## src/rtl/uart_pkg.sv

```systemverilog
// rtl/uart_pkg.sv - shared types and constants for the UART receive path
//
// Contents:
//   rx_state_t   receiver FSM states (PARITY is only reached when the
//                UART_RX_PARITY_EN build option is defined)
//   OVERSAMPLE   oversample ticks per bit
//   SAMPLE_W     width of the per-bit sample counter
//   MID_SAMPLE   sample index at the middle of the start bit
//   LAST_SAMPLE  sample index at the middle of data/parity/stop bits
//                (counted from the mid-start realignment)
package uart_pkg;

    typedef enum logic [2:0] {
        IDLE,
        START,
        DATA,
        PARITY,
        STOP
    } rx_state_t;

    localparam int OVERSAMPLE  = 16;
    localparam int SAMPLE_W    = $clog2(OVERSAMPLE);
    localparam int MID_SAMPLE  = 7;
    localparam int LAST_SAMPLE = 15;

endpackage

```

## src/rtl/uart_baud_tick.sv

```systemverilog
// rtl/uart_baud_tick.sv - oversample tick generator, one tick every DIV clocks
//
// Parameters:
//   DIV    clk cycles per oversample tick (>= 1)
// Ports:
//   clk    system clock, rising edge
//   reset  asynchronous active-low reset
//   clear  restart the divider from 0 (used to phase-align to a start edge)
//   tick   one-cycle pulse while the divider sits at DIV-1
module uart_baud_tick #(
    parameter int DIV = 27
) (
    input  logic clk,
    input  logic reset,
    input  logic clear,
    output logic tick
);

    localparam int CNT_W = (DIV > 1) ? $clog2(DIV) : 1;

    logic [CNT_W-1:0] cnt;

    assign tick = (cnt == CNT_W'(DIV - 1));

    always_ff @(posedge clk or negedge reset) begin
        if (!reset) begin
            cnt <= '0;
        end else if (clear || tick) begin
            cnt <= '0;
        end else begin
            cnt <= cnt + 1'b1;
        end
    end

endmodule

```

## src/rtl/uart_rx.sv

```systemverilog
// rtl/uart_rx.sv - 16x oversampling UART receiver feeding the rx fifo write port
//
// Build option: UART_RX_PARITY_EN adds an even-parity bit between the data
// bits and the stop bit; without it parity_err is tied low.
//
// Parameters:
//   DATA_BITS    payload bits per frame (>= 2), width of data_out
//   DIV          clk cycles per oversample tick; bit period = 16*DIV clocks
// Ports:
//   clk          system clock, rising edge
//   reset        asynchronous active-low reset
//   rx           serial line, idles high, asynchronous to clk
//   fifo_full    fifo full flag, sampled at the stop-bit sample
//   wr           one-cycle fifo write strobe
//   data_out     received byte (LSB first on the line), held between strobes
//   busy         high whenever the receiver is not idle
//   frame_err    one-cycle pulse: stop bit sampled low
//   overrun_err  one-cycle pulse: good byte dropped because fifo was full
//   parity_err   one-cycle pulse: parity mismatch
module uart_rx
    import uart_pkg::*;
#(
    parameter int DATA_BITS = 8,
    parameter int DIV       = 27
) (
    input  logic                 clk,
    input  logic                 reset,
    input  logic                 rx,
    input  logic                 fifo_full,
    output logic                 wr,
    output logic [DATA_BITS-1:0] data_out,
    output logic                 busy,
    output logic                 frame_err,
    output logic                 overrun_err,
    output logic                 parity_err
);

    localparam int BIT_W = $clog2(DATA_BITS + 1);

    logic                 rx_meta;
    logic                 rx_s;
    logic                 rx_prev;
    logic                 tick;
    logic                 tick_clear;

    rx_state_t            state;
    rx_state_t            state_next;
    logic [SAMPLE_W-1:0]  sample_cnt;
    logic [SAMPLE_W-1:0]  sample_cnt_next;
    logic [BIT_W-1:0]     bit_cnt;
    logic [BIT_W-1:0]     bit_cnt_next;
    logic [DATA_BITS-1:0] shift;
    logic [DATA_BITS-1:0] shift_next;
    logic [DATA_BITS-1:0] data_next;
    logic                 wr_next;
    logic                 frame_err_next;
    logic                 overrun_err_next;
`ifdef UART_RX_PARITY_EN
    logic                 par_bit;
    logic                 par_bit_next;
    logic                 parity_err_next;
    logic                 parity_err_q;
`endif

    uart_baud_tick #(
        .DIV   (DIV)
    ) u_baud_tick (
        .clk   (clk),
        .reset (reset),
        .clear (tick_clear),
        .tick  (tick)
    );

    // Two-flop synchroniser plus one more stage for falling-edge detection.
    always_ff @(posedge clk or negedge reset) begin
        if (!reset) begin
            rx_meta <= 1'b1;
            rx_s    <= 1'b1;
            rx_prev <= 1'b1;
        end else begin
            rx_meta <= rx;
            rx_s    <= rx_meta;
            rx_prev <= rx_s;
        end
    end

    always_ff @(posedge clk or negedge reset) begin
        if (!reset) begin
            state <= IDLE;
        end else begin
            state <= state_next;
        end
    end

    always_comb begin
        state_next       = state;
        sample_cnt_next  = tick ? sample_cnt + 1'b1 : sample_cnt;
        bit_cnt_next     = bit_cnt;
        shift_next       = shift;
        data_next        = data_out;
        wr_next          = 1'b0;
        frame_err_next   = 1'b0;
        overrun_err_next = 1'b0;
        tick_clear       = 1'b0;
`ifdef UART_RX_PARITY_EN
        par_bit_next     = par_bit;
        parity_err_next  = 1'b0;
`endif
        case (state)
            IDLE: begin
                // Edge-triggered so a held-low (break) line cannot retrigger.
                if (rx_prev && !rx_s) begin
                    tick_clear      = 1'b1;
                    sample_cnt_next = '0;
                    state_next      = START;
                end
            end
            START: begin
                if (tick && sample_cnt == SAMPLE_W'(MID_SAMPLE)) begin
                    if (!rx_s) begin
                        // Realign so that sample 15 falls mid-bit from here on.
                        sample_cnt_next = '0;
                        bit_cnt_next    = '0;
                        state_next      = DATA;
                    end else begin
                        state_next = IDLE;
                    end
                end
            end
            DATA: begin
                if (tick && sample_cnt == SAMPLE_W'(LAST_SAMPLE)) begin
                    shift_next   = {rx_s, shift[DATA_BITS-1:1]};
                    bit_cnt_next = bit_cnt + 1'b1;
                    if (bit_cnt == BIT_W'(DATA_BITS - 1)) begin
`ifdef UART_RX_PARITY_EN
                        state_next = PARITY;
`else
                        state_next = STOP;
`endif
                    end
                end
            end
`ifdef UART_RX_PARITY_EN
            PARITY: begin
                if (tick && sample_cnt == SAMPLE_W'(LAST_SAMPLE)) begin
                    par_bit_next = rx_s;
                    state_next   = STOP;
                end
            end
`endif
            STOP: begin
                if (tick && sample_cnt == SAMPLE_W'(LAST_SAMPLE)) begin
                    state_next = IDLE;
                    if (!rx_s) begin
                        frame_err_next = 1'b1;
`ifdef UART_RX_PARITY_EN
                    end else if ((^shift) != par_bit) begin
                        parity_err_next = 1'b1;
`endif
                    end else if (fifo_full) begin
                        overrun_err_next = 1'b1;
                    end else begin
                        wr_next   = 1'b1;
                        data_next = shift;
                    end
                end
            end
            default: begin
                state_next = IDLE;
            end
        endcase
    end

    always_ff @(posedge clk or negedge reset) begin
        if (!reset) begin
            sample_cnt  <= '0;
            bit_cnt     <= '0;
            shift       <= '0;
            data_out    <= '0;
            wr          <= 1'b0;
            frame_err   <= 1'b0;
            overrun_err <= 1'b0;
        end else begin
            sample_cnt  <= sample_cnt_next;
            bit_cnt     <= bit_cnt_next;
            shift       <= shift_next;
            data_out    <= data_next;
            wr          <= wr_next;
            frame_err   <= frame_err_next;
            overrun_err <= overrun_err_next;
        end
    end

`ifdef UART_RX_PARITY_EN
    always_ff @(posedge clk or negedge reset) begin
        if (!reset) begin
            par_bit      <= 1'b0;
            parity_err_q <= 1'b0;
        end else begin
            par_bit      <= par_bit_next;
            parity_err_q <= parity_err_next;
        end
    end

    assign parity_err = parity_err_q;
`else
    assign parity_err = 1'b0;
`endif

    assign busy = (state != IDLE);

endmodule

```

## config.mk

```make
export PLATFORM = sky130hd
export DESIGN_NAME = uart_rx
export DESIGN_NICKNAME = d
export VERILOG_FILES = /design/src/rtl/uart_pkg.sv /design/src/rtl/uart_baud_tick.sv /design/src/rtl/uart_rx.sv
export SDC_FILE = /design/constraint.sdc
export NUM_CORES = 1
export LEC_CHECK = 0
export CAP_MARGIN = 20
export CORE_MARGIN = 8
export CORE_UTILIZATION = 59
export CTS_CLUSTER_SIZE = 28
export DETAILED_ROUTE_END_ITERATION = 10
export MAX_ROUTING_LAYER = met4
export PLACE_DENSITY = 0.81
export SLEW_MARGIN = 20
export SYNTH_ARGS = -nofsm -noshare
export SYNTH_HDL_FRONTEND = slang
export SYNTH_SLANG_ARGS = --single-unit
```

## constraint.sdc

```tcl
create_clock -name clk -period 4.4 [get_ports clk]
set_input_delay 0.66 -clock clk [delete_from_list [all_inputs] [get_ports clk]]
set_output_delay 0.66 -clock clk [all_outputs]
set_load 0.01 [all_outputs]
```

# Word level (Yosys, flattened, before mapping)
# Index checks and enable logic that the tools add are counted.
[classes] n_addsub=3 n_eq_ne=13 mux=30 n_bitwise=1 n_reduce_logical=12
[op_table] cell="$mux 4" n=7
[op_table] cell="$pmux 4 s2" n=2
[op_table] cell="$mux 3" n=5
[op_table] cell="$mux 1" n=13
[op_table] cell="$ne 2x2->1 const B" n=6
[op_table] cell="$pmux 3 s4" n=1
[op_table] cell="$add 4x1->4 const B" n=2
[op_table] cell="$eq 4x3->1 const B" n=2
[op_table] cell="$reduce_and 4->1" n=2
[op_table] cell="$add 5x1->5 const B" n=1
[op_table] cell="$eq 5x5->1 const B" n=1
[op_table] cell="$mux 5" n=1
[op_table] cell="$reduce_and 5->1" n=1
[op_table] cell="$eq 4x4->1 const B" n=1
[op_table] cell="$eq 3x1->1 const B" n=1
[op_table] cell="$eq 3x2->1 const B" n=1
[op_table] cell="$eq 3x3->1 const B" n=1
[op_table] cell="$logic_and 1x1->1" n=3
[op_table] cell="$logic_not 3->1" n=1
[op_table] cell="$reduce_bool 3->1" n=1
[op_table] cell="$mux 2" n=1
[op_table] cell="$reduce_and 2->1" n=1
[op_table] cell="$reduce_bool 2->1" n=1
[op_table] cell="$logic_not 1->1" n=1
[op_table] cell="2 further kinds" n=2
[word_totals] register_bits=38 out_inout_bits=13

# Longest topological paths before layout
[logic_depth] depth_word=6 depth_mapped=7

# By module
# From an unflattened synthesis, not the netlist that was laid out.
[hier_totals] hier_cells=133 area_unflattened_um2=1675.4
[modules_own_cells] module="uart_rx" n_inst=1 cells_each=111 area_per_inst_um2=1391.3
[modules_own_cells] module="uart_baud_tick" n_inst=1 cells_each=22 area_per_inst_um2=284.0

# Worst setup path before layout
# OpenSTA, ideal clock, no wires.
[synth_timing] path_type="register to register" start="register u_baud_tick.cnt[0]" end="register data_out[0]" setup_time_ps=125 t_arrival_ps=1718 path_slack_ps=2558 path_stages_with_launch=7 path_buffers=0 cell_sequence="dfrtp_1 inv_1 ha_1 and4b_2 nand3_4 nor4b_4 mux2_2"
[synth_between] elab_chain_cells=3
[synth_lines] item="start: declaration" line_no="uart_baud_tick.sv:21" text="logic [CNT_W-1:0] cnt;"
[synth_lines] item="start signal: assignment" line_no="uart_baud_tick.sv:31" text="cnt <= cnt + 1'b1;"
[synth_lines] item="$eq 5x5->1" line_no="uart_baud_tick.sv:23" text="assign tick = (cnt == CNT_W'(DIV - 1));"
[synth_lines] item="$logic_and 1x1->1" line_no="uart_rx.sv:152" text="if (tick && sample_cnt == SAMPLE_W'(LAST_SAMPLE)) begin"
[synth_lines] item="$reduce_and 4->1 (no source line)"
[synth_lines] item="end signal: assignment" line_no="uart_rx.sv:187" text="data_out <= data_next;"
[synth_lines] item="end: declaration" line_no="uart_rx.sv:31" text="output logic [DATA_BITS-1:0] data_out,"
# Every way passes these cells.
# A chain may end at the register's enable or synchronous reset.

# Worst setup path in the final report
[layout_timing] start="register state[0]" end="output port busy"
[layout_between] elab_chain_cells=1
[layout_lines] item="start: declaration" line_no="uart_rx.sv:46" text="rx_state_t state;"
[layout_lines] item="start signal: assignment" line_no="uart_rx.sv:91" text="state <= state_next;"
[layout_lines] item="$reduce_bool 3->1" line_no="uart_rx.sv:210" text="assign busy = (state != IDLE);"
[layout_lines] item="end: declaration" line_no="uart_rx.sv:32" text="output logic busy,"
# Every way passes these cells.

==> results.md <==
- In the post-route analysis, the smallest setup slack over all paths is 2.01 ns.
- The floorplan step set the die height to 69.7 um.
- The number of core rows is 19.
- 0 antenna diodes ended up in the layout.
- The worst ir drop on vdd is between 0.2 and 0.3 mV.
- The CTS tree is yes.
- At the end of routability-driven placement, the weighted congestion stood at slightly above 0.8.
- Across all register-to-register paths, the minimum setup slack is roughly 2.1 ns.
- In this run the static leakage power is 0.865 nW.
- Global routing consumed, over all layers together, roughly 14% of the routing resources.
- The die covers 4850 um^2.
- The starting utilization of the core area is 61.6%.
- The total CTS buffers is 5.
- For this run, the leading register cell type out of synthesis is dfrtp_1.
- The worst setup path is launched from a register.
- The Yosys step of the flow raised 0 warnings.
- After detailed routing, the average wire length per cell comes to between 15 and 20 um.
- The critical path start-end classification is reg2out.
- The post-route DRC violation count is 0.
- The count of filler cells inserted in the layout is 200.
- The startpoint of the most critical register-to-register path is u_baud_tick.cnt[0]$_DFF_PN0_.
- The flow ran to the end, and the final reports show no timing, DRC or antenna violations.
- The cell count after synthesis came out at around 140.
- The depth of the worst register-to-register path is 6.
- In this run the worst setup path begins at state[0]$_DFFE_PN0P_.
- The initial antenna violation count came to 0.
- The hold buffer count at cts is 0.
- For this run, the slowest stage of the critical path takes 0.49 ns.
- Setup repair after global routing left no endpoint under its margin.
- From synthesis to final layout, the design area changed by 12.5%.
- The accumulated negative setup slack is 0 ns.
- The first global-routing pass estimated roughly 5200 um of wire.
- The type of destination of the critical path is an output pin.
- The number of gates resized after CTS was 0.
- Counting flops and latches in the post-synthesis netlist gives 38.
- The largest clock skew in the final design is between 0.007 and 0.008 ns.
- After clock tree synthesis, the clock-pin slew on the worst setup and hold paths is roughly 0.11 ns.
- For this run, the top clock speed supported by timing is 419 MHz.
- The post-synthesis async set-or-reset flop share is 100%.
- The buffer cell driving the clock tree root is clkbuf_4.
- Across the run, the number of max-cap violations was 0.
- OpenSTA, run right after detailed placement, puts the worst setup slack at 2.07 ns.
- Walking the worst path, the cells encountered are or3_1 > clkdlybuf4s50_1.
- The detail route stage leaves a number of antenna-violating nets equal to 0.
- The worst pin sits at a relative slew slack of 47.3%.
- The number of global-route vias before repair was roughly 1.1k.
- After synthesis, the mean cell area works out to 12.5 um^2.
- The overflow left after global routing is 0.
- The largest buffer count on any clock path is 2.
- The arrival time at the worst endpoint is around 1.7 ns.
- The total area inside the core boundary comes to around 2800 um^2.
- The slowest cell on the critical path is dfrtp_1.
- The max-slew violation count is 0.
- The number of endpoints with negative hold slack in the final report is 0.
- The number of levels in the clock H-tree is 2.
- Entering global routing, the biggest net connects 39 pins.
- The width of the die is about 70 um.
- The routed via count is between 1k and 1.5k.
- The fraction of final layout cells with drive strength greater than 1 is a little under a quarter.
- The number of buffers added for setup after CTS is 0.
- Wires add up to 2910 um.
- For this run, the detailed router's first-pass iteration total came to 4.
- The final layout contains approximately 160 nets.
- Using the TritonRoute via totals, the vias-per-cell ratio works out to roughly 5.9.
- The minimum clock period is between 2 and 2.5 ns.
- The path class of the tightest hold or removal check is reg2reg.
- The number of sinks driven by the clock tree is 38.
- The total half-perimeter wirelength after legalization and detailed placement is 2050 um.
- In this run, synthesis inferred 0 flip-flops with an integrated enable.
- The netlist uses 44 different library cells.
- The number of violations reported at the end of detailed-routing iteration 0 is 86.
- Summing the sequential cell areas from Yosys gives between 50% and 60% of the chip area.
- The endpoint identified for the worst register-to-register timing path is data_out[7]$_DFFE_PN0P_.
- The cell area after technology mapping is 1700 um^2.
- Of all nets on the critical path, the largest fanout is 10.
- The count of pins on the block boundary is 17.
- The slew at the pin with the worst max-slew slack is 0.791 ns.
- The critical path ends at busy.
- Synthesis produced a netlist with a net count of ~140.
- The number of failing setup endpoints in the final timing report is 0.
- The worst endpoint required time is 3.74 ns.
- The later pin in the worst-skew pair is clocked with a latency of 0.34 ns.
- The power per cell area is about 370 nW/um^2.
- The fraction of the cycle the final worst path needs is approximately 54%.
- Port buffering added 15 buffers.
==> cell families after synthesis <==
kind of cell / Yosys count / synth area share (%)
muxes: 17 / 11.3
other: 1 / 0.221
xor gates and xnor gates: 5 / 2.58
buffers and inverters: 7 / 2.50
AOI/OAI and AO/OA: 19 / 7.88
and+or+nand+nor: 45 / 16.4
adders and majority gates: 4 / 2.95
DFF: 38 / 56.2
==> final cells by class <==
| class | count | area [um^2] | share of cell area (%) |
|---|---|---|---|
| sequential | 38 | 955 | 49.9 |
| multi-input combinational | 91 | 702 | 36.7 |
| timing repair buffer | 15 | 145 | 7.59 |
| clock buffer | 6 | 51.3 | 2.68 |
| tap | 31 | 38.8 | 2.03 |
| clock inverter | 2 | 12.5 | 0.654 |
| inverter | 2 | 7.51 | 0.393 |
==> cells in the final DEF (no fill, tap or decap), types with 2 or more instances in the layout <==
cell type	synthesis	final
nand2_1	9	9
ha_1	4	4
o31ai_1	2	2
nor2_1	9	9
dfrtp_1	35	35
clkdlybuf4s50_1	0	14
nand3_1	4	4
nor3_1	3	3
dfstp_2	3	3
mux2_2	17	17
and2_1	4	4
a22o_1	3	3
nor4b_1	2	2
inv_1	2	2
xor2_1	4	4
o21ai_0	5	5
clkbuf_4	0	5
==> critical path, delay by kind of cell (launching register included) <==
family                 cells  cell delay, ns
buffers and inverters      1            0.49
and+or+nand+nor            1            0.41
DFF                        1            0.49
==> synth_stat cells (all sizes together) (4+ instances only) <==
library cell | n | area (um^2)
ha | 4 | 50.1
nand2 | 9 | 33.8
mux2 | 17 | 191
nand3 | 6 | 47.6
dfrtp | 35 | 876
o21ai | 5 | 25.0
and2 | 4 | 25.0
buf | 4 | 31.3
xor2 | 4 | 35.0
nor2 | 9 | 33.8
==> layer usage <==
metal / wire, um / global-route usage [%] / vias to the layer above
met5: 0 / - / -
met4: 56 / 6.47 / 0
met3: 154 / 5.29 / 7
met2: 1350 / 20.1 / 22
met1: 1350 / 15.8 / 537
li1: - / - / 519
==> stage by stage <==
stage | utilization (%) | hold slack [ns] | cell area, um^2 | cells | total power, W
floorplan | - | 0.345 | 1700 | 136 | 0.000492
global placement | 67.0 | 0.346 | 1850 | 177 | 0.000510
detailed placement | 67.0 | 0.348 | 1850 | 177 | 0.000523
CTS | 69.3 | 0.365 | 1910 | 185 | 0.000716
global route | 69.3 | 0.372 | 1910 | 185 | 0.000747
finish | 69.3 | 0.362 | 1910 | 185 | 0.000707
==> registers in the layout, indices dropped and copies added (netlist names) <==
name             cells
data_out             8
shift                8
u_baud_tick.cnt      5
bit_cnt              4
sample_cnt           4
state                3
frame_err            1
overrun_err          1
rx_meta              1
rx_prev              1
rx_s                 1
wr                   1
==> worst min path at each step <==
stage                            startpoint             end  slack (ns)  cells past startpoint
after floorplan           rx_meta$_DFF_PN1_  rx_s$_DFF_PN1_        0.35                      0
after detailed placement  rx_meta$_DFF_PN1_  rx_s$_DFF_PN1_        0.35                      0
after global placement    rx_meta$_DFF_PN1_  rx_s$_DFF_PN1_        0.35                      0
after CTS                 rx_meta$_DFF_PN1_  rx_s$_DFF_PN1_        0.36                      0
after global routing      rx_meta$_DFF_PN1_  rx_s$_DFF_PN1_        0.37                      0
final                     rx_meta$_DFF_PN1_  rx_s$_DFF_PN1_        0.36                      0
==> power by group <==
part / total [W] / internal, W / switching, W
Combinational: 0.0000965 / 0.0000484 / 0.0000481
Clock: 0.000193 / 0.0000768 / 0.000116
Sequential: 0.000418 / 0.000386 / 0.0000313
Total: 0.000707 / 0.000512 / 0.000196
Note: power is estimated with default switching activity, not from simulation.
